[config.mk]
export PLATFORM = sky130hd
export DESIGN_NAME = ps2_scancode_rx
export DESIGN_NICKNAME = d
export VERILOG_FILES = /design/src/rtl/ps2_pkg.sv /design/src/rtl/ps2_sync_fifo.sv /design/src/rtl/ps2_scancode_rx.sv
export SDC_FILE = /design/constraint.sdc
export NUM_CORES = 1
export LEC_CHECK = 0
export CORE_MARGIN = 2
export CORE_UTILIZATION = 59
export CTS_CLUSTER_SIZE = 40
export DETAILED_ROUTE_END_ITERATION = 10
export PLACE_DENSITY = 0.77
export SLEW_MARGIN = 20
export SYNTH_ARGS = -nofsm -noshare
export SYNTH_HDL_FRONTEND = slang
export SYNTH_SLANG_ARGS = --single-unit
[constraint.sdc]
create_clock -name CLK -period 3 [get_ports CLK]
set_input_delay 0.45 -clock CLK [delete_from_list [all_inputs] [get_ports CLK]]
set_output_delay 0.45 -clock CLK [all_outputs]
set_load 0.01 [all_outputs]
[src/rtl/ps2_pkg.sv]
// Shared types and constants for the PS/2 scan-code receiver.
package ps2_pkg;

  typedef enum logic [1:0] {IDLE, DATA, PARITY, STOP} ps2_state_t;

  localparam int PS2_DATA_BITS = 8;

endpackage

[src/rtl/ps2_sync_fifo.sv]
// Synchronous first-word fall-through FIFO; dout reads 0 while empty.
module ps2_sync_fifo #(
  parameter int DEPTH = 8,
  parameter int WIDTH = 8
) (
  input  logic             clk,
  input  logic             rst,
  input  logic             push,
  input  logic             pop,
  input  logic [WIDTH-1:0] din,
  output logic [WIDTH-1:0] dout,
  output logic             empty,
  output logic             full
);

  localparam int AW = $clog2(DEPTH);

  logic [WIDTH-1:0] mem [DEPTH];
  logic [AW-1:0]    wr_ptr, rd_ptr;
  logic [AW:0]      count;
  logic             do_push, do_pop;

  // A pop on an empty FIFO is ignored; a push into a full FIFO only lands when a pop frees a slot.
  assign do_pop  = pop & ~empty;
  assign do_push = push & (~full | do_pop);

  // NOTE: sequential state uses non-blocking assignments so every register samples pre-edge values.
  always_ff @(posedge clk or posedge rst) begin
    if (rst) begin
      wr_ptr <= '0;
      rd_ptr <= '0;
      count  <= '0;
    end else begin
      if (do_push) wr_ptr <= wr_ptr + 1'b1;
      if (do_pop)  rd_ptr <= rd_ptr + 1'b1;
      case ({do_push, do_pop})
        2'b10:   count <= count + 1'b1;
        2'b01:   count <= count - 1'b1;
        default: count <= count;
      endcase
    end
  end

  // NOTE: storage has no reset; the pointers and count alone define which entries are valid.
  always_ff @(posedge clk) begin
    if (do_push) mem[wr_ptr] <= din;
  end

  assign empty = (count == '0);
  assign full  = (count == (AW+1)'(DEPTH));
  assign dout  = empty ? '0 : mem[rd_ptr];

endmodule

[src/rtl/ps2_scancode_rx.sv]
// PS/2 keyboard receiver: synchronizes and deglitches the pins, deframes 11-bit
// frames and queues good scan codes for the CPU with a one-cycle interrupt per code.
module ps2_scancode_rx
  import ps2_pkg::*;
#(
  parameter int FIFO_DEPTH     = 8,
  parameter int FILTER_LEN     = 4,
  parameter int TIMEOUT_CYCLES = 10000
) (
  input  logic       CLK,
  input  logic       RST,
  input  logic       PS2Clk,
  input  logic       PS2Data,
  input  logic       SCAN_RD,
  input  logic       ERR_CLR,
  output logic [7:0] SCAN_CODE,
  output logic       SCAN_VALID,
  output logic       INTR,
  output logic       FRAME_ERR,
  output logic       OVERFLOW
);

  localparam int FW = $clog2(FILTER_LEN + 1);
  localparam int TW = $clog2(TIMEOUT_CYCLES);
  localparam int BW = $clog2(PS2_DATA_BITS);
  localparam logic [FW-1:0] FILT_MAX = FW'(FILTER_LEN - 1);
  localparam logic [TW-1:0] TMO_MAX  = TW'(TIMEOUT_CYCLES - 1);
  localparam logic [BW-1:0] LAST_BIT = BW'(PS2_DATA_BITS - 1);

  logic          clk_s1, clk_s2, dat_s1, dat_s2, clk_filt, clk_filt_d, fall;
  logic [FW-1:0] filt_cnt;

  // Bus idles high, so sync and filter stages reset to 1 to avoid a false edge.
  always_ff @(posedge CLK or posedge RST) begin
    if (RST) begin
      clk_s1     <= 1'b1;
      clk_s2     <= 1'b1;
      dat_s1     <= 1'b1;
      dat_s2     <= 1'b1;
      clk_filt   <= 1'b1;
      clk_filt_d <= 1'b1;
      filt_cnt   <= '0;
    end else begin
      clk_s1     <= PS2Clk;
      clk_s2     <= clk_s1;
      dat_s1     <= PS2Data;
      dat_s2     <= dat_s1;
      clk_filt_d <= clk_filt;
      if (clk_s2 == clk_filt) begin
        filt_cnt <= '0;
      end else if (filt_cnt == FILT_MAX) begin
        clk_filt <= clk_s2;
        filt_cnt <= '0;
      end else begin
        filt_cnt <= filt_cnt + 1'b1;
      end
    end
  end

  assign fall = clk_filt_d & ~clk_filt;

  ps2_state_t               state, state_n;
  logic [PS2_DATA_BITS-1:0] sr, sr_n;
  logic [BW-1:0]            bit_cnt, bit_cnt_n;
  logic [TW-1:0]            tmo, tmo_n;
  logic                     perr, perr_n, push_req, ferr_set;

  always_ff @(posedge CLK or posedge RST) begin
    if (RST) begin
      state   <= IDLE;
      sr      <= '0;
      bit_cnt <= '0;
      tmo     <= '0;
      perr    <= 1'b0;
    end else begin
      state   <= state_n;
      sr      <= sr_n;
      bit_cnt <= bit_cnt_n;
      tmo     <= tmo_n;
      perr    <= perr_n;
    end
  end

  // NOTE: every combinational output is defaulted first so no path can infer a latch.
  always_comb begin
    state_n   = state;
    sr_n      = sr;
    bit_cnt_n = bit_cnt;
    perr_n    = perr;
    tmo_n     = '0;
    push_req  = 1'b0;
    ferr_set  = 1'b0;
    if (state != IDLE) tmo_n = fall ? '0 : tmo + 1'b1;
    if (state != IDLE && !fall && tmo == TMO_MAX) begin
      state_n  = IDLE;
      tmo_n    = '0;
      ferr_set = 1'b1;
    end else if (fall) begin
      case (state)
        IDLE: if (!dat_s2) begin
          state_n   = DATA;
          bit_cnt_n = '0;
        end
        DATA: begin
          sr_n      = {dat_s2, sr[PS2_DATA_BITS-1:1]};
          bit_cnt_n = bit_cnt + 1'b1;
          if (bit_cnt == LAST_BIT) state_n = PARITY;
        end
        PARITY: begin
          perr_n  = ~(^sr ^ dat_s2);
          state_n = STOP;
        end
        default: begin
          if (dat_s2 && !perr) push_req = 1'b1;
          else                 ferr_set = 1'b1;
          state_n = IDLE;
        end
      endcase
    end
  end

  logic fifo_empty, fifo_full, push_ok, ovf_set;

  assign push_ok = push_req & (~fifo_full | SCAN_RD);
  assign ovf_set = push_req & fifo_full & ~SCAN_RD;

  ps2_sync_fifo #(.DEPTH(FIFO_DEPTH), .WIDTH(PS2_DATA_BITS)) u_fifo (
    .clk   (CLK),
    .rst   (RST),
    .push  (push_req),
    .pop   (SCAN_RD),
    .din   (sr),
    .dout  (SCAN_CODE),
    .empty (fifo_empty),
    .full  (fifo_full)
  );

  assign SCAN_VALID = ~fifo_empty;

  // Setting a flag takes priority over ERR_CLR in the same cycle.
  always_ff @(posedge CLK or posedge RST) begin
    if (RST) begin
      INTR      <= 1'b0;
      FRAME_ERR <= 1'b0;
      OVERFLOW  <= 1'b0;
    end else begin
      INTR      <= push_ok;
      FRAME_ERR <= ferr_set | (FRAME_ERR & ~ERR_CLR);
      OVERFLOW  <= ovf_set | (OVERFLOW & ~ERR_CLR);
    end
  end

endmodule
* Word level (Yosys, flattened, before mapping)
Memories as Yosys holds them, arrays and structs flattened. Index checks and enable logic that the tools add are counted.
Cells by class: eq/ne operators 12, multipliers 0, add/sub/neg operators 7, magnitude comparators 0, reduce and logical (&&, ||, !) cells 18, bitwise operators 21, mux-type cells 24, divide/modulo/power cells 0, shift operators 0
Operator list (number):
- two-way mux 14 bit | 3
- adder 14 x 1 -> 14 bit, second input constant | 1
- equality test 14 bit, second input constant | 1
- adder 3 x 1 -> 3 bit, second input constant | 4
- two-way mux 1 bit | 10
- two-way mux 3 bit | 3
- AND reduction 3 bit | 3
- bitwise AND 1 bit | 8
- two-way mux 2 bit | 4
- two-way mux 8 bit | 1
- NOT 1 bit | 8
- case mux 4 bit (2 select lines) | 1
- nonzero test 2 bit | 4
- parity 8 bit | 1
- inequality test 3 bit, second input constant | 2
- case mux 2 bit (3 select lines) | 1
- case mux 3 bit (2 select lines) | 1
- adder 4 x 1 -> 4 bit, second input constant | 1
- equality test 2 x 1 -> 1 bit, second input constant | 2
- equality test 2 bit, second input constant | 2
- equality test 4 bit, second input constant | 1
- zero test 4 bit | 1
- OR 1 bit | 4
- AND reduction 4 bit | 1
- 11 further kinds | 14
Word-level totals: flip-flop bits (word level) 50, latch bits 0, memories kept 1, input port bits 6, bits in read-only memories 0, bits in writable memories 64
Memory list:
- u_fifo.mem | words 8, bits a word 8, read ports 1, clocked after memory_dff 0, write ports 1, line ps2_sync_fifo.sv:18 | logic [WIDTH-1:0] mem [DEPTH];

* Longest topological paths before layout
depth after elaboration 9, depth in mapped cells 8, mapped depth without buffers 8

* Cells and area by module
Synthesis repeated with hierarchy kept, for this count alone.
Second synthesis, totals: cell total of the unflattened synthesis 355, area, all modules 4994.8 um^2
By module, submodules not included:
- ps2_sync_fifo | sequential area each 2172.1 um^2, area each 3118.0 um^2, instances 1, cells an instance 187
- ps2_scancode_rx | sequential area each 1008.5 um^2, area each 1876.8 um^2, instances 1, cells an instance 168

* Least setup slack after synthesis
Ideal clock, no wire load.
path kind register to register, from reg dat_s2, to mem u_fifo.mem[4][0] (enable), arrival 1.934 ns, setup time 0.398 ns, period minus slack after synthesis 2.332 ns, stages on the path, launching flop included 4, path slack 0.668 ns, data required time 2.602 ns, cell sequence dfstp_2 -> nor2b_1 -> nand3_1 -> nor4b_1
On the way: longest elaborated chain between the ends 8
RTL lines:
- from (decl) | line ps2_scancode_rx.sv:30 | logic clk_s1, clk_s2, dat_s1, dat_s2, clk_filt, clk_filt_d, fall;
- from (signal assigned) | line ps2_scancode_rx.sv:47 | dat_s2 <= dat_s1;
- logical AND 1 bit | line ps2_scancode_rx.sv:114 | if (dat_s2 && !perr) push_req = 1'b1;
- two-way mux 1 bit | line ps2_scancode_rx.sv:114
- two-way mux 1 bit | line ps2_scancode_rx.sv:99 | case (state)
- two-way mux 1 bit | line ps2_scancode_rx.sv:98 | end else if (fall) begin
- two-way mux 1 bit | line ps2_scancode_rx.sv:94 | if (state != IDLE && !fall && tmo == TMO_MAX) begin
- bitwise AND 1 bit | line ps2_sync_fifo.sv:25 | assign do_push = push & (~full | do_pop);
- two-way mux 1 bit | line ps2_sync_fifo.sv:46 | if (do_push) mem[wr_ptr] <= din;
- two-way mux 1 bit (implied by the code) | line ps2_sync_fifo.sv:46
- to (decl) | line ps2_sync_fifo.sv:18
No other way between the ends.

* Worst setup path in the final report
from reg u_fifo.rd_ptr[0], to out SCAN_CODE[2]
On the way: longest elaborated chain between the ends 2
RTL lines:
- from (decl) | line ps2_sync_fifo.sv:19 | logic [AW-1:0] wr_ptr, rd_ptr;
- from (signal assigned) | line ps2_sync_fifo.sv:35 | if (do_pop) rd_ptr <= rd_ptr + 1'b1;
- memory (8 x 8 bit)
- two-way mux 8 bit | line ps2_sync_fifo.sv:51 | assign dout = empty ? '0 : mem[rd_ptr];
- to (decl) | line ps2_scancode_rx.sv:16 | output logic [7:0] SCAN_CODE,
No other way between the ends.

==> results by group <==
Status
  • Status: finished, final reports clean

Timing
  • Final setup fails: 0
  • F_max: 349 MHz
  • Worst-Margin Slew: 0.595 ns
  • Slew Limit Headroom: 0.599
  • RSZ-0062 raised after global routing: false
  • Final Critical Period: 2.87 ns
  • Skew final: 0.0115 ns
  • Fin crit share: 0.955
  • Setup TNS: 0 ns
  • Final Hold Vio Count: 0
  • Slew Viols, Final: 0

GRT
  • First-pass GRT wire length: 14.8 mm
  • Overall routing resource usage: 0.225
  • Vias in the first global route: 2858
  • Grt total ovfl: 0
  • Number of antenna violations at the first check in global routing: 0
  • Largest net degree at the start of global routing: 24

Hold path
  • Hold WC Path Type: in2async

Routing
  • Wire length per cell: 18.8 um
  • Routed vias: 2817
  • Routed vias/inst: 5.86
  • DRC violations left: 0
  • Starting DRT DRC Count: 175
  • DRT Wirelength: 9.06 mm
  • Post-route ant nets: 0
  • Drt first pass iters: 4

Yosys
  • Fraction of registers with async set/reset: 0.439
  • Register area share after synthesis: 0.647
  • Largest area contributor in the netlist: edfxtp_1
  • Share of the synthesized area in the top cell type: 0.391
  • Post-Syn Area per Cell: 15.0 um^2
  • EDFF count, synth: 64
  • Count leader, synth: edfxtp_1
  • Synth top area cells: edfxtp_1, dfrtp_1, mux4_2
  • Yosys reg bits: 114
  • Mapped cell area: 4920 um^2
  • Yosys Warn Count: 0
  • Yosys cell types: 52
  • Net Count, Synth: 344
  • Top_reg_cell synth: edfxtp_1
  • Synth cell count leaders: edfxtp_1, dfrtp_1, nor2_1, mux4_2, nand2_1
  • Cell count after synthesis: 327

Floorplanning
  • Die area: 9080 um^2
  • Chip height: 95.3 um
  • Num rows: 33
  • IO Pins: 18
  • Initial Util: 0.605
  • Die Wd: 95.3 um
  • Total core area: 8130 um^2

Placed design
  • Area post-placement: 5260 um^2
  • Port bufs: 17
  • Placer Congestion: 0.790
  • Final HPWL DP: 5.50 mm

Pwr
  • P per Cell Area: 994 nW/um^2
  • Final Power: 5830 uW
  • Leakage power: 0.00229 uW
  • VDD IR max: 0.545 mV

CTS
  • H-tree depth: 4
  • TritonCTS Buffers: 17
  • CTS tree: done
  • Clk buf depth: 2
  • Skew-Pair Late Insertion Delay: 0.51 ns
  • Clock slew at reported path FFs: 0.06 ns
  • Clock net sink count: 114
  • Setup bufs post-CTS: 0
  • Cts hold-fix bufs: 0
  • PostCTS Resize Cnt: 0
  • Clock Tree Root: clkbuf_8

Worst setup path
  • Critical path class: reg2out
  • CP arrival: 2.42 ns
  • Reg2Reg Setup Slack: 0.63 ns
  • Worst Setup Start Kind: flip-flop
  • CP Capture Type: output port
  • Crit-path max FO: 18
  • Worst Path Required: 2.55 ns

Finish
  • Finished Cell Area: 5870 um^2
  • Core Util, Final: 0.721
  • Area delta synth->final: 19.3%
  • N_diodes: 0
  • Share of cells above drive strength 1: 0.218
  • Layout net count: 381

Flow run
  • Max-cap violations: 0
-- critical path, stage by stage, from the launching register on --
cell,delay [ns]
dfrtp_1,0.32
buf_4,0.32
mux4_2,0.56
mux2i_1,0.16
nor2_1,0.06
clkdlybuf4s50_1,0.47
-- per-stage QoR --
step | hold WS (ns) | instances | worst slack (ns)
floorplan | 0.345 | 327 | 0.668
global placement | 0.346 | 450 | 0.633
detailed placement | 0.347 | 450 | 0.535
CTS | 0.288 | 481 | 0.0453
global route | 0.321 | 481 | 0.0194
finish | 0.288 | 481 | 0.134
-- metal layers --
metal	part of all wire	GRT usage	up-vias
met2	0.52	0.349	66
li1	-	-	1289
met3	0.041	0.0711	8
met4	0.011	0.0857	0
met1	0.43	0.301	1454
met5	0	0	-
-- power breakdown --
part | switching [uW] | internal, uW | leakage (uW) | total (uW)
Sequential | 359 | 1930 | 0.00124 | 2290
Clock | 656 | 1410 | 0.000295 | 2070
Combinational | 661 | 813 | 0.000756 | 1470
Total | 1680 | 4150 | 0.00229 | 5830
-- logic make-up (layout without fill, tap and decap cells) --
family / after synthesis / after routing / synth area share
flops: 114 / 114 / 0.647
simple gates: 95 / 95 / 0.106
mux: 37 / 37 / 0.119
xor+xnor: 27 / 27 / 0.0509
buf+inv: 22 / 71 / 0.0198
compound gates: 21 / 21 / 0.0300
fa+ha+maj: 11 / 11 / 0.0280
-- cell type report --
type	count	area (um^2)
clock buffers	18	418
clock inverters	13	191
fillers	500	2270
inverters	10	37.5
multi-input cells	191	1640
flip-flops and latches	114	3180
well taps	105	131
repair buffers	30	268
-- flip-flops by register name, indices dropped and copies added (netlist names), 2 cells and up --
signal / count
u_fifo.mem: 64
tmo: 14
sr: 8
u_fifo.count: 4
bit_cnt: 3
filt_cnt: 3
u_fifo.rd_ptr: 3
u_fifo.wr_ptr: 3
state: 2
-- cells in the final DEF, fill, tap and decap left out, types with 3 or more instances in the layout --
master and instances:
a21oi_1 7, buf_4 13, bufinv_16 5, clkbuf_16 16
clkdlybuf4s50_1 17, clkinv_1 5, dfrtp_1 43, dfstp_2 6
edfxtp_1 64, ha_1 11, inv_1 8, mux2_2 11
mux2i_1 10, mux4_2 16, nand2_1 16, nand2b_1 4
nand3_1 8, nand4_1 6, nor2_1 26, nor2b_1 5
nor3_1 6, nor3b_1 4, nor4_1 3, xnor2_1 15
xor2_1 11
-- path summary, 6_finish.rpt --
check                                      start              end  cells after the start
worst max-delay path            u_fifo.rd_ptr[0]     SCAN_CODE[2]                      5
worst min-delay path                         RST            sr[7]                      2
worst max register to register   u_fifo.count[0]  u_fifo.count[2]                      7
worst min register to register            dat_s1           dat_s2                      0
max in group asynchronous                    RST       clk_filt_d                      3
min in group CLK                          PS2Clk           clk_s1                      1
Power figures use the tool's default switching activity.
